**src/rtl/serial_tx.sv**
```systemverilog
// Parallel-in, serial-out transmitter: start bit, LSB-first data, optional even
// parity, stop bit, each held for CLKS_PER_BIT clocks. Idle line level is 1.
module serial_tx #(
    parameter int WIDTH        = 8,
    parameter int CLKS_PER_BIT = 4,
    parameter int PARITY_EN    = 0
) (
    input  logic             clk,
    input  logic             rst_n,
    input  logic [WIDTH-1:0] data_in,
    input  logic             valid_in,
    output logic             ready_out,
    output logic             tx,
    output logic             busy,
    output logic             done
);

    localparam int BW = (CLKS_PER_BIT > 1) ? $clog2(CLKS_PER_BIT) : 1;
    localparam int CW = (WIDTH > 1) ? $clog2(WIDTH) : 1;
    localparam logic [BW-1:0] BAUD_LAST = BW'(CLKS_PER_BIT - 1);
    localparam logic [BW-1:0] BAUD_ONE  = BW'(1);
    localparam logic [CW-1:0] BIT_LAST  = CW'(WIDTH - 1);
    localparam logic [CW-1:0] BIT_ONE   = CW'(1);

    typedef enum logic [2:0] {IDLE, START, DATA, PARITY, STOP} state_t;

    state_t           state_reg;
    logic [WIDTH-1:0] shift_reg;
    logic [WIDTH-1:0] shift_next;
    logic [CW-1:0]    bit_cnt_reg;
    logic [BW-1:0]    baud_cnt_reg;
    logic             parity_reg;
    logic             baud_last;

    assign baud_last  = (baud_cnt_reg == BAUD_LAST);
    assign shift_next = shift_reg >> 1;

    always_ff @(posedge clk or negedge rst_n) begin
        if (!rst_n) begin
            state_reg    <= IDLE;
            shift_reg    <= '0;
            bit_cnt_reg  <= '0;
            baud_cnt_reg <= '0;
            parity_reg   <= 1'b0;
            tx           <= 1'b1;
            ready_out    <= 1'b1;
            busy         <= 1'b0;
            done         <= 1'b0;
        end else begin
            done <= 1'b0;
            // Baud counter only runs while a frame is on the line.
            if (state_reg != IDLE) begin
                baud_cnt_reg <= baud_last ? '0 : baud_cnt_reg + BAUD_ONE;
            end
            case (state_reg)
                IDLE: begin
                    if (valid_in && ready_out) begin
                        shift_reg    <= data_in;
                        parity_reg   <= ^data_in;
                        bit_cnt_reg  <= '0;
                        baud_cnt_reg <= '0;
                        state_reg    <= START;
                        busy         <= 1'b1;
                        ready_out    <= 1'b0;
                        tx           <= 1'b0;
                    end
                end
                START: begin
                    if (baud_last) begin
                        state_reg <= DATA;
                        tx        <= shift_reg[0];
                    end
                end
                DATA: begin
                    if (baud_last) begin
                        if (bit_cnt_reg == BIT_LAST) begin
                            if (PARITY_EN != 0) begin
                                state_reg <= PARITY;
                                tx        <= parity_reg;
                            end else begin
                                state_reg <= STOP;
                                tx        <= 1'b1;
                            end
                        end else begin
                            bit_cnt_reg <= bit_cnt_reg + BIT_ONE;
                            shift_reg   <= shift_next;
                            tx          <= shift_next[0];
                        end
                    end
                end
                PARITY: begin
                    if (baud_last) begin
                        state_reg <= STOP;
                        tx        <= 1'b1;
                    end
                end
                STOP: begin
                    if (baud_last) begin
                        state_reg <= IDLE;
                        busy      <= 1'b0;
                        ready_out <= 1'b1;
                        done      <= 1'b1;
                    end
                end
                default: begin
                    state_reg <= IDLE;
                    tx        <= 1'b1;
                    busy      <= 1'b0;
                    ready_out <= 1'b1;
                end
            endcase
        end
    end

endmodule

```
**config.mk**
```make
export PLATFORM = sky130hd
export DESIGN_NAME = serial_tx
export DESIGN_NICKNAME = d
export VERILOG_FILES = /design/src/rtl/serial_tx.sv
export SDC_FILE = /design/constraint.sdc
export NUM_CORES = 1
export LEC_CHECK = 0
export CORE_UTILIZATION = 45
export DETAILED_ROUTE_END_ITERATION = 8
export MAX_ROUTING_LAYER = met4
export PLACE_DENSITY = 0.81
export SLEW_MARGIN = 20
export SYNTH_ARGS = -nofsm -noshare
export SYNTH_HDL_FRONTEND = slang
export SYNTH_SLANG_ARGS = --single-unit
export TNS_END_PERCENT = 10
```
**constraint.sdc**
```tcl
create_clock -name clk -period 1.7 [get_ports clk]
set_input_delay 0.425 -clock clk [delete_from_list [all_inputs] [get_ports clk]]
set_output_delay 0.425 -clock clk [all_outputs]
set_load 0.02 [all_outputs]
```
==> results of run 1 <==
## cells by family after synthesis
| family | Yosys count | share of synthesized area |
|---|---|---|
| AND/OR/NAND/NOR | 24 | 0.153 |
| flip-flops | 20 | 0.484 |
| multiplexers | 17 | 0.182 |
| AO/OA/AOI/OAI | 14 | 0.0892 |
| buffers and inverters | 11 | 0.0554 |
| adder cells (fa/ha/maj) | 3 | 0.0361 |
## through the flow
stage | hold WS (ns) | utilization | area [um2] | setup TNS, ns
floorplan | 0.129 | - | 1040 | -0.283
global placement | 0.464 | 0.592 | 1300 | -1.51
detailed placement | 0.475 | 0.592 | 1300 | -1.74
CTS | 0.456 | 0.602 | 1320 | -1.07
global route | 0.462 | 0.609 | 1340 | -1.41
finish | 0.451 | 0.609 | 1340 | -0.625
## cell usage in the layout, fill, tap and decap left out, types with 3 or more instances in the layout
master            n
a21oi_1           4
o21ai_0           4
nand2_1           7
clkdlybuf4s50_1  11
nand3_1           3
inv_1             7
clkbuf_4          3
dlygate4sd2_1     3
mux2_1           13
buf_4            10
dfrtp_1          18
nor3_1            3
## report_power, final
part / switching, mW / leakage (nW) / internal, mW / total, mW
Sequential: 0.133 / 0.246 / 0.667 / 0.800
Clock: 0.133 / 0.0138 / 0.0825 / 0.215
Combinational: 0.372 / 0.318 / 0.471 / 0.843
## layout make-up
type,count,area [um2]
Clock buffer,3,22.5
Fill cell,174,856
Inverter,7,26.3
Multi-Input combinational cell,58,497
Sequential cell,20,503
Tap cell,28,35.0
Timing Repair Buffer,26,251
## what timing repair did
item / in CTS / in global routing
setup buffers: 0 / 0
pin swaps: 1 / 0
setup endpoints to repair: 14 / 11
gates resized for setup: 5 / 3
hold endpoints to repair: 0 / 0
## final timing paths
check	startpoint	end	slack [ns]	cells after the start
worst max-delay path	bit_cnt_reg[1]	shift_reg[2]	-0.08	6
worst min-delay path	rst_n	bit_cnt_reg[2]	0.45	2
worst max register to register	bit_cnt_reg[1]	shift_reg[2]	-0.08	6
worst min register to register	shift_reg[3]	shift_reg[3]	0.50	1
max in group asynchronous	rst_n	tx	0.98	2
min in group clk	shift_reg[3]	shift_reg[3]	0.50	1
## worst reg2reg max path: cells and delay by family, from the launching register on
kind            cells  cell delay [ns]
buf+inv             1             0.15
compound gates      1             0.16
fa+ha+maj           2             0.36
mux                 1             0.33
flops               1             0.41
simple gates        1             0.25
## metal layers
| metal | GRT usage | routed length, um | vias up |
|---|---|---|---|
| li1 | - | - | 366 |
| met1 | 0.226 | 885 | 345 |
| met2 | 0.256 | 864 | 8 |
| met3 | 0.0185 | 27 | 5 |
| met4 | 0.0714 | 34 | 0 |
| met5 | - | 0 | - |
==> results.toml, run 1 <==
[route]
route.detailed.drc = 0
route.vias.total = 724
wire_per_inst_um = 12.8
first_pass_iters = 4
routed_wl_um = 1810
viasPerCell = 5.10
initialDrtViolationCount = 6
ant_nets = 0

[place]
numPortBuffers = 14
place_congestion = 0.764
dp_cells = 139
dp.final_hpwl_um = 1330
dp_slack_ns = -0.191

[job]
drv_cap = 0

[outcome]
status = "finished with violations"
violations = "negative setup slack"

[cells_and_area]
layout.nets = 130
layout-drive-gt1-share = 0.211
stdcell_count = 142
largest_reg_flops = 8
n_antenna_cell = 0
syn2layout_area_growth_pct = 28.6

[logic_synthesis]
ys_warn_count = 0
yosys.area.top_type_share = 0.434
synth_area_leaders = "dfrtp_1 (43%), mux2_1 (15%), dfstp_2 (5.1%)"
synth_top_flop_cell = "dfrtp_1"
syn_avg_cell_area_um2 = 11.7
synth-edff-count = 0
synth_top_area_cell = "dfrtp_1"
postSynth.asyncResetShare = 1.00
ys_seq_area_frac = 0.484
synthTopCellsByCount = "dfrtp_1 (18), mux2_1 (14), inv_1 (7), nand2_1 (7)"
synth_seq_cells = 20
ys_types = 30
syn_inst = 89
syn-num-nets = 103
yosys.cell_count.top_type = "dfrtp_1"
synthesis.area_um2 = 1040

[clock_tree]
numCtsBuffers = 3
clk_pin_slew_ns = 0.10
cts-htree-levels = 1
cts_tree = "built"
cts_max_path_buffers = 2
clk-insertion-delay-late_ns = 0.29
cts-root-buf = "clkbuf_4"
cts_sinks = 20
postCtsHoldBufs = 0

[global_route]
grt_pass1_wl_um = 3090
overflow = 0
antenna_found_initial = 0
grt_max_degree = 21
grt_pass1_vias = 699
grtUsageTotal = 0.168

[die]
start_util = 0.474
die_area_um2 = 2500
fp.dieH_um = 50.0
rows = 17
die_w_um = 50.0
core-area_um2 = 2190
ios = 15

[setup_path]
crit_path_start_kind = "register"
worstSetupEndpointType = "register"
path_buf_inv = 1
max_stage_delay_ns = 0.41
path_cells = "ha_2 -> ha_4 -> nor4b_4 -> o2bb2ai_2 -> buf_12 -> mux2_1"
crit_slowest_cell = "dfrtp_1"
crit_family = "flip-flops"
crit_arrival_ns = 1.96
path_max_fanout = 10
crit_type = "register to register"
cp_data_required_time_ns = 1.88

[power]
p_per_area_nw_per_um2 = 1390
leakagePower_nw = 0.577
ir_drop_v = 0.000802
finalPower_mw = 1.86

[sta]
finalWorstSetupSlack_ns = -0.0815
drv_slew = 0
finalClockSkew_ns = 0.00643
setup-violations-final = 10
rsz0062_at_grt = "yes"
final-hold-violation-count = 0
max_slew_margin = 0.752
fmax_ghz = 0.561
finalCritPeriodShare = 1.05
worst_pin_slew_ns = 0.369
fin_crit_ns = 1.78

[min_path]
hp-class = "input port to async pin"
Note: power is estimated with default switching activity, not from simulation.
==> inputs of run 2 (changes only) <==
--- a/config.mk
+++ b/config.mk
@@ -8,7 +8,7 @@
 export CORE_UTILIZATION = 45
 export DETAILED_ROUTE_END_ITERATION = 8
 export MAX_ROUTING_LAYER = met4
-export PLACE_DENSITY = 0.81
+export PLACE_DENSITY = 0.83
 export SLEW_MARGIN = 20
 export SYNTH_ARGS = -nofsm -noshare
 export SYNTH_HDL_FRONTEND = slang
==> run 2 against run 1 <==
Effect of this change: the run still ends with negative setup slack left; register-to-register slack improved by 0.02 ns; sequential power up 0.6%; worst hold slack worse by 0.0074 ns; clock skew down 0.0047 ns; die area did not move; combinational power up 5.9%; count of clock-buffer cells in the layout grew 1; final cell count rose by 2.1%; core utilization increased by 1.1 points; setup slack better by 0.020 ns; largest power group unchanged; critical path depth unchanged; non-clock buffer count increased by 2.
==> results.toml, run 2 (synthesized netlist as in run 1, its figures left out) <==
[outcome]
violations = "negative setup slack"
status = "finished with violations"

[setup_path]
crit_arrival_ns = 1.96
crit_type = "register to register"
ff2ff_path_depth = 6
crit_path_start_kind = "register"
cp_data_required_time_ns = 1.89
path_max_fanout = 10
worstSetupEndpointType = "register"

[cells_and_area]
final_cell_mix = "dfrtp_1 (18), mux2_1 (12), buf_4 (12)"
final_common_cell = "dfrtp_1"
layout.nets = 132
n_antenna_cell = 0
design_area_um2 = 1360
layout-drive-gt1-share = 0.231
syn2layout_area_growth_pct = 31.0
largest_reg_flops = 8

[clock_tree]
cts_sinks = 20
cts-root-buf = "clkbuf_4"
cts-htree-levels = 1
clk-insertion-delay-late_ns = 0.30
numCtsBuffers = 3
cts_tree = "built"
clk_pin_slew_ns = 0.11
cts_max_path_buffers = 2

[place]
place_congestion = 0.724
numPortBuffers = 14
place_area_um2 = 1310
dp.final_hpwl_um = 1420

[sta]
finalWorstSetupSlack_ns = -0.0616
fin_crit_ns = 1.76
hold_slack_ns = 0.444
max_slew_margin = 0.737
drv_slew = 0
fmax_ghz = 0.568
final-hold-violation-count = 0
setup-violations-final = 10
worst_pin_slew_ns = 0.392
finalCritPeriodShare = 1.04
finalClockSkew_ns = 0.00175
rsz0062_at_grt = "yes"

[min_path]
hp-class = "input port to async pin"

[global_route]
grt_pass1_vias = 738
antenna_found_initial = 0
overflow = 0
grt_pass1_wl_um = 3280
grtUsageTotal = 0.184
grt_max_degree = 21

[route]
viasPerCell = 5.23
route.detailed.drc = 0
route.vias.total = 758
first_pass_iters = 4
wire_per_inst_um = 13.4
initialDrtViolationCount = 9
routed_wl_um = 1940
ant_nets = 0

[die]
die_area_um2 = 2500
core-area_um2 = 2190
die_w_um = 50.0
rows = 17
ios = 15
start_util = 0.474
fp.dieH_um = 50.0

[power]
p_per_area_nw_per_um2 = 1420
finalPower_mw = 1.93
leakagePower_nw = 0.610
ir_drop_v = 0.000930

[job]
drv_cap = 0
-- run 2: per-layer routing --
metal	wire length, um	GRT usage
met3	41	0.0185
met1	919	0.237
met5	0	-
met4	31	0.0857
met2	944	0.289
-- run 2: final cells by class --
class	instances	area, um2
flip-flops and latches	20	503
repair buffers	28	269
inverters	7	26.3
well taps	28	35.0
multi-input cells	58	500
clock buffers	4	26.3
fillers	171	831
-- run 2: power by group --
| group | internal, mW | switching [mW] | total, mW | leakage [nW] |
|---|---|---|---|---|
| Sequential | 0.667 | 0.138 | 0.805 | 0.246 |
| Clock | 0.0916 | 0.144 | 0.236 | 0.0150 |
| Combinational | 0.507 | 0.386 | 0.893 | 0.349 |
| Total | 1.27 | 0.669 | 1.93 | 0.610 |
-- run 2: metrics by stage --
| stage | setup TNS [ns] | util | worst slack (ns) | std cells |
|---|---|---|---|---|
| after floorplan | -0.283 | - | -0.0404 | 89 |
| after global placement | -1.52 | 0.596 | -0.166 | 140 |
| after detailed placement | -1.87 | 0.596 | -0.196 | 140 |
| after CTS | -0.567 | 0.613 | -0.0718 | 144 |
| after global routing | -1.28 | 0.621 | -0.142 | 145 |
| final | -0.419 | 0.621 | -0.0616 | 145 |
-- run 2: critical path: stages (launching register included) --
cell	delay, ns
dfrtp_1	0.42
ha_2	0.20
ha_4	0.17
nor4b_4	0.24
o2bb2ai_2	0.16
buf_12	0.15
mux2_1	0.32
-- run 2: final timing paths --
kind / startpoint / end / slack, ns
worst max-delay path: bit_cnt_reg[0] / shift_reg[4] / -0.06
worst min-delay path: rst_n / bit_cnt_reg[1] / 0.44
worst max register to register: bit_cnt_reg[0] / shift_reg[4] / -0.06
worst min register to register: shift_reg[2] / shift_reg[2] / 0.50
max in group asynchronous: rst_n / tx / 0.99
min in group clk: shift_reg[2] / shift_reg[2] / 0.50
-- run 2: timing repair --
item	in CTS	in global routing
pin swaps	2	0
hold buffers	0	0
endpoints found under the setup margin	14	12
gates resized for setup	7	3
setup buffers	0	1
==> inputs of run 3 (changes only) <==
--- a/config.mk
+++ b/config.mk
@@ -7,8 +7,9 @@
 export LEC_CHECK = 0
 export CORE_UTILIZATION = 45
 export DETAILED_ROUTE_END_ITERATION = 8
+export DONT_BUFFER_PORTS = 1
 export MAX_ROUTING_LAYER = met4
-export PLACE_DENSITY = 0.83
+export PLACE_DENSITY = 0.74
 export SLEW_MARGIN = 20
 export SYNTH_ARGS = -nofsm -noshare
 export SYNTH_HDL_FRONTEND = slang
==> run 3 against run 2 <==
Effect of this change: the flow still finishes with violations (negative setup slack); count of clock-buffer cells in the layout is the same; sequential share of layout area grew 0.91 points; non-clock buffer count shrank 10; final area shrank 2.4%; final cell count shrank 6.2%; sequential cell count is the same; largest power group unchanged; fmax shrank 3.2%; sequential power grew 2%; worst hold slack lost 0.17 ns.
==> results.toml, run 3 (synthesized netlist as in run 1, its figures left out) <==
[outcome]
status = "finished with violations"
violations = "negative setup slack"

[place]
numPortBuffers = 0
dp_cells = 124
dp.final_hpwl_um = 1300
place_congestion = 0.773
place_area_um2 = 1140

[power]
leakagePower_nw = 0.576
p_seq_frac = 0.385
p_per_area_nw_per_um2 = 1610
power.switching_uw = 769
p_comb_frac = 0.499
internal-power_mw = 1.37
power.share.clock = 0.115
ir_drop_v = 0.000866
power.share.switching = 0.359

[setup_path]
crit_arrival_ns = 2.03
worstSetupEndpointType = "register"
startpoint = "bit_cnt_reg[0]"
r2r-start = "bit_cnt_reg[0]"
crit_family = "flip-flops"
cp_data_required_time_ns = 1.91
crit_slowest_cell = "dfrtp_1"
crit_type = "register to register"
path_cells = "ha_2 -> ha_4 -> nor4b_4 -> buf_4 -> o2bb2ai_4 -> mux2_4"
crit_path_start_kind = "register"
max_stage_delay_ns = 0.41
path_max_fanout = 5
path_buf_inv = 1

[cells_and_area]
stdcell_count = 136
layout.nets = 123
design_area_um2 = 1330
largest_reg_flops = 8
final_cell_mix = "dfrtp_1 (18), buf_4 (15), mux2_4 (8)"
syn2layout_area_growth_pct = 27.8
num-fill-cells = 159
n_antenna_cell = 0
final_common_cell = "dfrtp_1"
post-route-util = 0.606
layout-drive-gt1-share = 0.370

[route]
wl_met1_um = 1050
ant_nets = 0
route.detailed.drc = 0
wl_met2_um = 999
first_pass_iters = 4
initialDrtViolationCount = 22
route.vias.total = 756
route.met3.wl_um = 44
top_layer_used = "met4"
viasPerCell = 5.56
routed_wl_um = 2170
wire_per_inst_um = 16.0

[sta]
fmax_ghz = 0.549
worst_pin_slew_ns = 0.895
drv_slew = 0
finalWorstSetupSlack_ns = -0.121
fin_crit_ns = 1.82
setup-violations-final = 12
hold_slack_ns = 0.275
finalClockSkew_ns = 0.00205
max_slew_margin = 0.401
final-hold-violation-count = 0
rsz0062_at_grt = "yes"
finalCritPeriodShare = 1.07

[clock_tree]
cts-root-buf = "clkbuf_4"
cts_max_path_buffers = 2
clk_pin_slew_ns = 0.12
numCtsBuffers = 3
cts-htree-levels = 1
clk-insertion-delay-late_ns = 0.31
cts_sinks = 20
cts_tree = "built"

[die]
core-area_um2 = 2190
ios = 15
start_util = 0.474
fp.dieH_um = 50.0
die_w_um = 50.0
die_area_um2 = 2500
rows = 17

[global_route]
grtUsageTotal = 0.203
overflow = 0
grt_pass1_vias = 760
grt_max_degree = 21
grt_pass1_wl_um = 3560
antenna_found_initial = 0

[job]
drv_cap = 0

[min_path]
hp-class = "input port to register"
hp-start = "valid_in"
-- run 3: layer usage --
| metal | up-vias | track usage |
|---|---|---|
| met2 | 12 | 0.280 |
| met3 | 9 | 0.0432 |
| met1 | 380 | 0.274 |
| met4 | 0 | 0.110 |
| li1 | 355 | - |
| met5 | - | - |
-- run 3: final cells by class --
type                       count  area, um2  share of cell area
clock buffer                   4       26.3              0.0198
multi-input combinational     59        583               0.439
sequential                    20        503               0.379
timing repair buffer          18        154               0.116
tap                           28       35.0              0.0264
inverter                       7       26.3              0.0198
-- run 3: per-stage QoR --
step                TNS (ns)  worst slack (ns)  power [mW]
floorplan             -0.283           -0.0404        1.34
global placement      -0.737           -0.0912        1.52
detailed placement     -1.30            -0.143        1.56
CTS                   -0.928            -0.108        2.01
global route           -1.98            -0.206        2.28
finish                 -1.14            -0.121        2.14
-- run 3: worst paths after layout --
check / to / slack, ns / cells after the start
hold / removal: ready_out / 0.27 / 2
setup reg to reg: shift_reg[3] / -0.12 / 6
setup / recovery: shift_reg[3] / -0.12 / 6
max in group asynchronous: shift_reg[5] / 0.48 / 1
hold reg to reg: baud_cnt_reg[0] / 0.52 / 1
min in group asynchronous: state_reg[0] / 0.67 / 1
-- run 3: repair_timing --
| action | CTS | global route |
|---|---|---|
| gates cloned | 1 | 0 |
| hold buffers | 1 | 0 |
| hold endpoints to repair | 20 | 0 |
| endpoints found under the setup margin | 12 | 12 |
| gates resized for setup | 12 | 7 |
| pin swaps | 3 | 3 |
| buffers inserted | 3 | 3 |
-- run 3: power groups by stage --
stage,registers [mW],clock network [mW],logic (mW)
after detailed placement,0.812,0,0.750
after floorplan,0.770,0,0.568
after global routing,0.847,0.271,1.16
after global placement,0.797,0,0.724
final,0.825,0.247,1.07
after CTS,0.813,0.246,0.947
